[src/rtl/yolo_conv_pkg.sv]
// Shared constants, FSM states and saturation helper for the 3x3 tap accumulator.
// Optional build macro: RELU_EN (clamps negative results to zero in the top).
package yolo_conv_pkg;

    localparam int NUM_TAPS = 9;
    localparam logic [3:0] LAST_TAP = 4'd8;
    localparam int SAT_W = 32;

    typedef enum logic {
        IDLE,
        ACCUM
    } state_t;

    // Clamp a wide signed value into a signed w-bit range.
    function automatic logic signed [SAT_W-1:0] sat(
        input logic signed [SAT_W-1:0] v,
        input int w
    );
        logic signed [SAT_W-1:0] hi;
        logic signed [SAT_W-1:0] lo;
        hi = $signed((SAT_W'(1) << (w - 1)) - SAT_W'(1));
        lo = ~hi;
        if (v > hi) return hi;
        else if (v < lo) return lo;
        else return v;
    endfunction

endpackage

[src/rtl/conv_mac_unit.sv]
// Signed pixel x weight multiply with load-or-accumulate select.
// Purely combinational; the caller owns the accumulator register.
module conv_mac_unit
    import yolo_conv_pkg::*;
#(
    parameter int DATA_W = 8,
    parameter int ACC_W  = 2 * DATA_W + 4
) (
    input  logic signed [DATA_W-1:0] pixel,
    input  logic signed [DATA_W-1:0] weight,
    input  logic signed [ACC_W-1:0]  acc_in,
    input  logic                     load,
    output logic signed [ACC_W-1:0]  sum
);

    logic signed [ACC_W-1:0] p_ext;
    logic signed [ACC_W-1:0] w_ext;
    logic signed [ACC_W-1:0] prod;

    assign p_ext = ACC_W'(pixel);
    assign w_ext = ACC_W'(weight);
    assign prod  = p_ext * w_ext;
    assign sum   = load ? prod : acc_in + prod;

endmodule

[src/rtl/conv3x3_tap_accumulator.sv]
// Accumulates nine in-order (pixel, weight) taps into one saturated result.
// Optional build macro: RELU_EN (negative results are output as zero).
module conv3x3_tap_accumulator
    import yolo_conv_pkg::*;
#(
    parameter int DATA_W = 8,
    parameter int ACC_W  = 2 * DATA_W + 4,
    parameter int OUT_W  = 16
) (
    input  logic                     clk,
    input  logic                     reset_n,
    input  logic                     tap_valid,
    output logic                     tap_ready,
    input  logic [3:0]               tap_idx,
    input  logic signed [DATA_W-1:0] pixel,
    input  logic signed [DATA_W-1:0] weight,
    output logic                     out_valid,
    input  logic                     out_ready,
    output logic signed [OUT_W-1:0]  out_data,
    output logic                     seq_err
);

    state_t state, state_nxt;
    logic signed [ACC_W-1:0] acc, acc_nxt;
    logic signed [ACC_W-1:0] mac_sum;
    logic signed [OUT_W-1:0] res;
    logic [3:0] exp_idx, exp_nxt;
    logic accept, idx_zero, hit, last;
    logic mac_load, done, err;

    assign tap_ready = !out_valid || out_ready;
    assign accept    = tap_valid && tap_ready;
    assign idx_zero  = (tap_idx == 4'd0);
    assign hit       = (tap_idx == exp_idx);
    assign last      = (exp_idx == LAST_TAP);
    assign mac_load  = (state == IDLE) || idx_zero;

    conv_mac_unit #(
        .DATA_W(DATA_W),
        .ACC_W (ACC_W)
    ) u_mac (
        .pixel (pixel),
        .weight(weight),
        .acc_in(acc),
        .load  (mac_load),
        .sum   (mac_sum)
    );

    // Window result: saturate, then optionally rectify.
    always_comb begin
        res = OUT_W'(sat(SAT_W'(mac_sum), OUT_W));
`ifdef RELU_EN
        if (res < 0) res = '0;
`else
`endif
    end

    // State register.
    always_ff @(posedge clk or negedge reset_n) begin
        if (!reset_n) state <= IDLE;
        else          state <= state_nxt;
    end

    // Next state, sequence check and accumulator update.
    always_comb begin
        state_nxt = state;
        acc_nxt   = acc;
        exp_nxt   = exp_idx;
        done      = 1'b0;
        err       = 1'b0;
        unique case (state)
            IDLE: begin
                if (accept) begin
                    if (idx_zero) begin
                        acc_nxt   = mac_sum;
                        exp_nxt   = 4'd1;
                        state_nxt = ACCUM;
                    end else begin
                        err = 1'b1;
                    end
                end
            end
            ACCUM: begin
                if (accept) begin
                    unique case (1'b1)
                        hit && !last: begin
                            acc_nxt = mac_sum;
                            exp_nxt = exp_idx + 4'd1;
                        end
                        hit && last: begin
                            done      = 1'b1;
                            acc_nxt   = '0;
                            exp_nxt   = '0;
                            state_nxt = IDLE;
                        end
                        !hit && idx_zero: begin
                            err     = 1'b1;
                            acc_nxt = mac_sum;
                            exp_nxt = 4'd1;
                        end
                        !hit && !idx_zero: begin
                            err       = 1'b1;
                            acc_nxt   = '0;
                            exp_nxt   = '0;
                            state_nxt = IDLE;
                        end
                    endcase
                end
            end
            default: state_nxt = IDLE;
        endcase
    end

    // Accumulator and expected-index registers.
    always_ff @(posedge clk or negedge reset_n) begin
        if (!reset_n) begin
            acc     <= '0;
            exp_idx <= '0;
        end else begin
            acc     <= acc_nxt;
            exp_idx <= exp_nxt;
        end
    end

    // Output holding register and error pulse.
    always_ff @(posedge clk or negedge reset_n) begin
        if (!reset_n) begin
            out_valid <= 1'b0;
            out_data  <= '0;
            seq_err   <= 1'b0;
        end else begin
            if (done) begin
                out_valid <= 1'b1;
                out_data  <= res;
            end else if (out_ready) begin
                out_valid <= 1'b0;
            end
            seq_err <= err;
        end
    end

endmodule

[config.mk]
export PLATFORM = sky130hd
export DESIGN_NAME = conv3x3_tap_accumulator
export DESIGN_NICKNAME = d
export VERILOG_FILES = /design/src/rtl/yolo_conv_pkg.sv /design/src/rtl/conv_mac_unit.sv /design/src/rtl/conv3x3_tap_accumulator.sv
export SDC_FILE = /design/constraint.sdc
export NUM_CORES = 1
export LEC_CHECK = 0
export ABC_AREA = 1
export CAP_MARGIN = 20
export CORE_MARGIN = 2
export CORE_UTILIZATION = 50
export DETAILED_ROUTE_END_ITERATION = 12
export DONT_BUFFER_PORTS = 1
export PLACE_DENSITY = 0.8
export SLEW_MARGIN = 0
export SYNTH_ARGS = -nofsm -noshare
export SYNTH_HDL_FRONTEND = slang
export SYNTH_SLANG_ARGS = --single-unit
[constraint.sdc]
create_clock -name clk -period 2.4 [get_ports clk]
set_input_delay 0.48 -clock clk [delete_from_list [all_inputs] [get_ports clk]]
set_output_delay 0.48 -clock clk [all_outputs]
set_load 0.03 [all_outputs]
* Word level (Yosys, flattened, before mapping)
Cells that the tools add are included.
** Word-level totals
- Register bits :: 43
- Input bits :: 24
** Operators by class
- Magnitude comparators :: 2
- Eq/ne operators :: 5
- Multipliers :: 1
- Muxes and demuxes :: 28
- Bitwise gates (word level) :: 1
- Add/sub/neg operators :: 2
- Reduce and logical (&&, ||, !) cells :: 17
** Operator list (count)
- $mux W20 :: 4
- $pmux W20 S2 :: 2
- $mux W16 :: 2
- $add A20 B20 Y20 :: 1
- $gt A20 B16 Y1 const B :: 1
- $lt A20 B16 Y1 const B :: 1
- $mul A8 B8 Y16 :: 1
- $mux W1 :: 13
- $mux W4 :: 3
- $pmux W4 S3 :: 1
- $pmux W4 S2 :: 1
- $reduce_or A2 Y1 :: 3
- $logic_and A1 B1 Y1 :: 5
- $add A4 B1 Y4 const B :: 1
- $eq A4 B4 Y1 :: 1
- $eq A4 B4 Y1 const B :: 1
- $logic_not A1 Y1 :: 4
- $logic_not A4 Y1 :: 1
- $ne A2 B2 Y1 const B :: 2
- $pmux W1 S2 :: 2
- $reduce_and A3 Y1 :: 1
- $logic_or A1 B1 Y1 :: 2
- $ne A2 B1 Y1 const B :: 1
- $reduce_bool A2 Y1 :: 1
- $not A1 Y1 :: 1

* Depth between registers and ports, before layout
Gate-level depths: netlist of run 1.
- Depth in word-level cells :: 7
- Depth in mapped cells :: 40

* Modules after synthesis
Synthesis of run 1 repeated with hierarchy kept, for this count alone.
** Unflattened totals
- Cells, all modules :: 930
- Area total of the unflattened synthesis :: 6468.7 um^2
** By module, submodules not included
- conv_mac_unit :: seq. area each 0.0 um^2, instances 1, cells each 659, area an instance 4150.2 um^2
- conv3x3_tap_accumulator :: seq. area each 1076.0 um^2, instances 1, cells each 271, area an instance 2318.5 um^2

* Least setup slack after synthesis of run 1
No wires, ideal clock.
- Kind :: input to register
- Start :: input weight[2]
- End :: register out_data[11]
- Path slack :: -3.678 ns
- Library setup time :: 0.117 ns
- Required time :: 2.283 ns
- Stages :: 35
- Arrival :: 5.962 ns
- Cells stage by stage :: clkbuf_1 nand2_1 inv_1 fa_1 inv_2 fa_1 inv_1 fa_1 inv_1 fa_1 inv_1 ha_1 a21oi_1 a21boi_0 nand2_1 nand2_1 nand2_1 nand2_1 nand3_1 and2_1 ha_1 nand2_1 nand2_1 o21bai_1 a21oi_1 nand3_1 a21oi_1 nand3b_1 nand2_2 inv_2 nand2_4 buf_12 nand2_2 nand2_1 nand2_1
** On the way
- Longest elaborated chain between the ends :: 6
- Elaborated cells between the ends (all ways) :: 7
- Classes of those cells :: 1 x add/sub; 1 x mul; 2 x order compare; 3 x mux
** Ends and longest elaborated chain
- from (decl) :: RTL line conv3x3_tap_accumulator.sv:16 : input logic signed [DATA_W-1:0] weight,
- $mul A8 B8 Y16 (*) :: RTL line conv_mac_unit.sv:22 : assign prod = p_ext * w_ext;
- $add A20 B20 Y20 :: RTL line conv_mac_unit.sv:23 : assign sum = load ? prod : acc_in + prod;
- $mux W20 (*) :: RTL line conv_mac_unit.sv:23
- $lt A20 B16 Y1 :: RTL line yolo_conv_pkg.sv:24 : else if (v < lo) return lo;
- $mux W16 :: RTL line yolo_conv_pkg.sv:24
- $mux W16 (*) :: RTL line yolo_conv_pkg.sv:23 : if (v > hi) return hi;
- to (signal assigned) :: RTL line conv3x3_tap_accumulator.sv:134 : out_data <= res;
- to (decl) :: RTL line conv3x3_tap_accumulator.sv:19 : output logic signed [OUT_W-1:0] out_data,
Every way passes the cells marked *; elsewhere a longest branch is shown, timed or not.
A chain may end at the register's enable or synchronous reset.

* Worst setup path in the final report of run 1
- Start :: input weight[7]
- End :: register out_data[6]
Same word-level chain as after synthesis.

==> flow_summary.toml, run 1 <==
[status]
violations = "setup timing"
outcome = "finished with violations"

[routing]
first_iter_violations = 367
first_pass_iters = 5
wire_per_inst_um = 14.3
drcViolationCount = 0
vias = 6035
routed_wirelength_um = 16600
detail-route-antenna-nets = 0
vias_per_cell = 5.20

[global_routing]
grt.overflow.total = 0
antenna_found_initial = 0
grt_pass1_wl_um = 27200
grt_pass1_vias = 6153
grtUsageTotal_pct = 24.8
grt_max_degree = 44

[synth]
synth-simple-area-share_pct = 29.3
ys_warn_count = 0
syn-cell-area_um2 = 6380
synth_cells = 913
synth_area_leaders = "fa_1, dfrtp_1, nand2_1"
synth_compound_area_share_pct = 8.47
ys_ff_latch = 43
synthMuxAreaShare_pct = 0
synth_xor_area_share_pct = 2.61
synth_top_cell_by_area = "fa_1"
syn_area_per_cell_um2 = 6.99
synth_fa_ha_area_share_pct = 27.6
synth-seq-area-share_pct = 16.9
synth-edff-count = 0
synthArstFlopShare_pct = 100
synth_top_family_by_area = "simple AND/OR/NAND/NOR gates"
syn_nets = 1044
synth_flop_cell = "dfrtp_1"
synth.distinct_cells = 45
post-synth-top-area-fraction_pct = 17.6

[critical_path]
critPathRequiredTime_ps = 2590
crit_path_start_kind = "input port"
path_class = "input port to flip-flop"
critPathMaxStageDelay_ps = 490
crit_family = "adder cells"
critPathBufInv = 7
worst_ep_arrival_time_ps = 5780
cp-end-kind = "flip-flop"
slowest_stage = "fa_1"
crit_top_cell = "nand2_1"
cp_max_fo = 8

[die]
start_util_pct = 51.0
fp.dieArea_um2 = 13700
die-height_um = 117
coreArea_um2 = 12500
rows = 41
io_pins = 43
die_w_um = 117

[finish]
multi_input_area_um2 = 5300
layout-drive-gt1-share_pct = 33.9
design_area_um2 = 8350
layout.nets = 1118
final_cell_mix = "nand2_1, inv_1, buf_4"
fill_cells = 936
post-route-util_pct = 66.7
regArea_um2 = 1080
finalNonFillerCells = 1160
mostFrequentLayoutCell = "nand2_1"
synthToLayoutAreaGrowth_pct = 31.0
diodes = 0

[sta]
tns_ps = -88960
max_freq_mhz = 179
finalMaxSlewViolations = 0
fin_crit_sh_pct = 233
skew_ps = 6.96
setup_ws_ps = -3190
setup_violations = 33
slew_headroom_pct = 56.2
hold_violations = 0
rsz0062_at_grt = "yes"
min_period_ps = 5590
worst_slew_pin_slew_ps = 656

[cts]
numCtsBuffers = 5
cts_tree = "done"
clockBufferDepth = 2
clk_latency_ps = 290
cts.sinks = 43
htreeDepth = 2
cts.clk_slew.worst_paths_ps = 70
clockRootBuffer = "clkbuf_16"

[place]
place_hpwl_um = 11500
globalplace.congestion = 0.917
place_inst = 1136
portBuffers = 0
placed_area_um2 = 7370

[min_path]
min_path_type = "input port to asynchronous set/reset pin"

[run]
max_cap_violations = 0
==> worst register-to-register path, stage by stage (launching register included) <==
cell	delay, ps
dfrtp_1	360
ha_1	200
inv_1	90
fa_1	410
inv_1	100
nand3_1	80
nand3_1	120
nand2_1	120
nand2_2	120
nand2_1	80
nand3_1	100
nand3_1	100
nand3_1	90
inv_1	80
nand2_4	150
nand2_8	100
nand2_1	90
nand2_1	60
nand2_1	50
nand2_1	50
==> area by class of cell <==
type / count / area share (%)
tap: 172 / 2.58
multi-input combinational: 629 / 63.4
inverter: 219 / 10.2
timing repair buffer: 89 / 8.93
clock buffer: 5 / 1.50
clock inverter: 3 / 0.524
sequential: 43 / 12.9
==> state kept, by name (all words and copies together) (netlist names) <==
register / flops
out_valid: 1
exp_idx: 4
acc: 20
out_data: 16
seq_err: 1
state: 1
==> cells in the mapped netlist (10+ instances only) <==
cell type	instances
xnor2_1	10
o21ai_0	28
dfrtp_1	43
nand2_2	33
a22o_1	11
clkbuf_1	17
nor2_1	32
nand2_1	273
inv_1	209
nand3_1	34
fa_1	56
ha_1	51
a21oi_1	30
==> per-stage QoR <==
stage | setup slack, ps | hold slack [ps]
after global placement | -3310 | 185
after floorplan | -3180 | 184
after CTS | -3000 | 41.1
final | -3190 | 27.9
after global routing | -3440 | 35.9
after detailed placement | -3420 | 185
==> path summary, 6_finish.rpt <==
kind	from	end	slack [ps]	depth (start not counted)
worst max register to register	acc[0]	out_data[6]	-230	19
worst max-delay path	weight[7]	out_data[6]	-3190	33
min in group clk	tap_idx[2]	seq_err	440	2
max in group asynchronous	reset_n	acc[13]	2160	1
worst min register to register	acc[0]	acc[0]	530	1
worst min-delay path	reset_n	seq_err	30	1
==> timing repair <==
| item | 4_1_cts | 5_1_grt |
|---|---|---|
| hold endpoints to repair | 43 | 0 |
| gates cloned | 2 | 0 |
| endpoints found under the setup margin | 33 | 40 |
| gates resized for setup | 121 | 46 |
| buffers inserted | 10 | 5 |
| hold buffers | 1 | 0 |
| pin swaps | 67 | 44 |
==> cells by family after synthesis <==
family | after synthesis
adders and majority gates | 107
DFF | 43
xor gates and xnor gates | 19
buffers and inverters | 243
and+or+nand+nor | 413
AOI/OAI and AO/OA | 88
==> per-layer routing <==
| metal | global-route usage (%) | wire length (um) |
|---|---|---|
| met5 | 0 | 0 |
| met3 | 5.51 | 1120 |
| met4 | 8.86 | 524 |
| met2 | 42.2 | 8110 |
| met1 | 31.1 | 6820 |
Power of run 1 is not shown: default switching activity piles up to over one toggle a cycle in this logic, so the estimate is an artifact.
==> run 2, diff against run 1 <==
Settings changed: PLACE_DENSITY 0.8 to 0.77.
Clock period 2.4 ns to 6.9 ns, I/O delays scaled along.
==> flow_summary.toml, run 2 (synthesis gave the netlist of run 1 again) <==
[routing]
first_pass_iters = 7
drcViolationCount = 0
vias = 5540
wire_per_inst_um = 13.0
vias_per_cell = 5.06
routed_wirelength_um = 14200
first_iter_violations = 430
detail-route-antenna-nets = 0

[sta]
finalMaxSlewViolations = 0
fin_crit_sh_pct = 94.8
slew_headroom_pct = 34.1
worst_slew_pin_slew_ps = 987
holdWs_ps = 506
min_period_ps = 6540
hold_violations = 0
max_freq_mhz = 153
setup_violations = 0
skew_ps = 7.75
tns_ps = 0

[cts]
cts_tree = "done"
clk_latency_ps = 300
clockRootBuffer = "clkbuf_16"
cts.clk_slew.worst_paths_ps = 70
cts.sinks = 43
numCtsBuffers = 5
htreeDepth = 2
clockBufferDepth = 2
hold_buffers = 0

[critical_path]
regToRegSetupSlack_ps = 3780
cp-startpoint = "weight[7]"
worst_ep_arrival_time_ps = 6720
path_class = "input port to flip-flop"
cp-endpoint = "out_data[10]"
critPathRequiredTime_ps = 7090
cp_max_fo = 8
reg2reg_to = "acc[15]"
slowest_stage = "fa_1"
reg2reg_depth = 7
crit_top_cell = "nand2_1"
r2r_start = "out_valid"
cp-end-kind = "flip-flop"
crit_path_start_kind = "input port"
critPathMaxStageDelay_ps = 550

[die]
die-height_um = 117
start_util_pct = 51.0
rows = 41
die_w_um = 117
io_pins = 43
coreArea_um2 = 12500
fp.dieArea_um2 = 13700

[place]
place_hpwl_um = 11000
place_inst = 1083
portBuffers = 0
placed_area_um2 = 6650
globalplace.congestion = 0.958

[finish]
synthToLayoutAreaGrowth_pct = 10.6
layout-drive-gt1-share_pct = 15.6
design_area_um2 = 7050
regMostFlops = "acc"
reg_top3 = "acc x20, out_data x16, exp_idx x4"
final_cell_mix = "nand2_1, inv_1, fa_1"
largest_reg_flops = 20
mostFrequentLayoutCell = "nand2_1"
finalNonFillerCells = 1095
layout.nets = 1053
diodes = 0

[global_routing]
grt.overflow.total = 0
grt_pass1_vias = 5412
grt_max_degree = 44
grt_pass1_wl_um = 23800
antenna_found_initial = 0
grtUsageTotal_pct = 21.5

[run]
max_cap_violations = 0

[min_path]
min_path_type = "flip-flop to flip-flop"

[status]
outcome = "complete, no violations"
## run 2: changes by cell type in the layout (fill, tap and decap cells not counted), moves of 12 or more
cell / before / now
buf_4: 75 / 23
nand2_1: 233 / 270
inv_1: 179 / 209
nand2_2: 60 / 35
inv_2: 32 / 8
ha_1: 21 / 40
ha_4: 27 / 9
o21ai_0: 9 / 27
a21oi_1: 10 / 22
## run 2: worst min path at each step
stage	start	endpoint	cells past startpoint
4_1_cts	acc[9]	acc[9]	2
2_1_floorplan	acc[15]	acc[15]	2
3_5_place_dp	acc[9]	acc[9]	2
5_1_grt	acc[0]	acc[0]	1
3_3_place_gp	acc[7]	acc[7]	2
6_report	acc[9]	acc[9]	2
## run 2: stage by stage
stage / util, % / worst slack [ps]
4_1_cts: 54.3 / 175
3_3_place_gp: 53.1 / -38.0
2_1_floorplan: - / 11.7
5_1_grt: 56.3 / -33.3
6_report: 56.3 / 361
3_5_place_dp: 53.1 / -119
## run 2: critical path: cells and delay by family
family / cells / cell delay (ps)
and+or+nand+nor: 12 / 1310
adders and majority gates: 6 / 2660
xor gates and xnor gates: 1 / 150
AOI/OAI and AO/OA: 5 / 740
buffers and inverters: 6 / 460
## run 2: cell type report
class | count | area [um^2]
repair buffers | 25 | 195
fillers | 1208 | 5460
well taps | 172 | 215
inverters | 219 | 830
clock buffers | 5 | 125
flip-flops and latches | 43 | 1080
clock inverters | 3 | 23.8
multi-input cells | 628 | 4590
## run 2: per-layer routing
layer	routed length, um	track usage [%]	vias up
met3	838	2.73	27
met5	0	0	-
met1	6120	28.2	2600
met4	325	4.94	0
li1	-	-	2771
met2	6900	38.0	142
## run 2: what timing repair did
action | CTS | global route
setup buffers | 0 | 3
setup endpoints to repair | 0 | 17
gates resized for setup | 0 | 46
Power of run 2 is left out for the same reason.
==> run 3, diff against run 2 <==
Settings changed: CTS_CLUSTER_SIZE set to 24.
==> results of run 3 <==
Final layout, timing and power as in run 2 (identical DEF).
Power of run 3 is left out for the same reason.
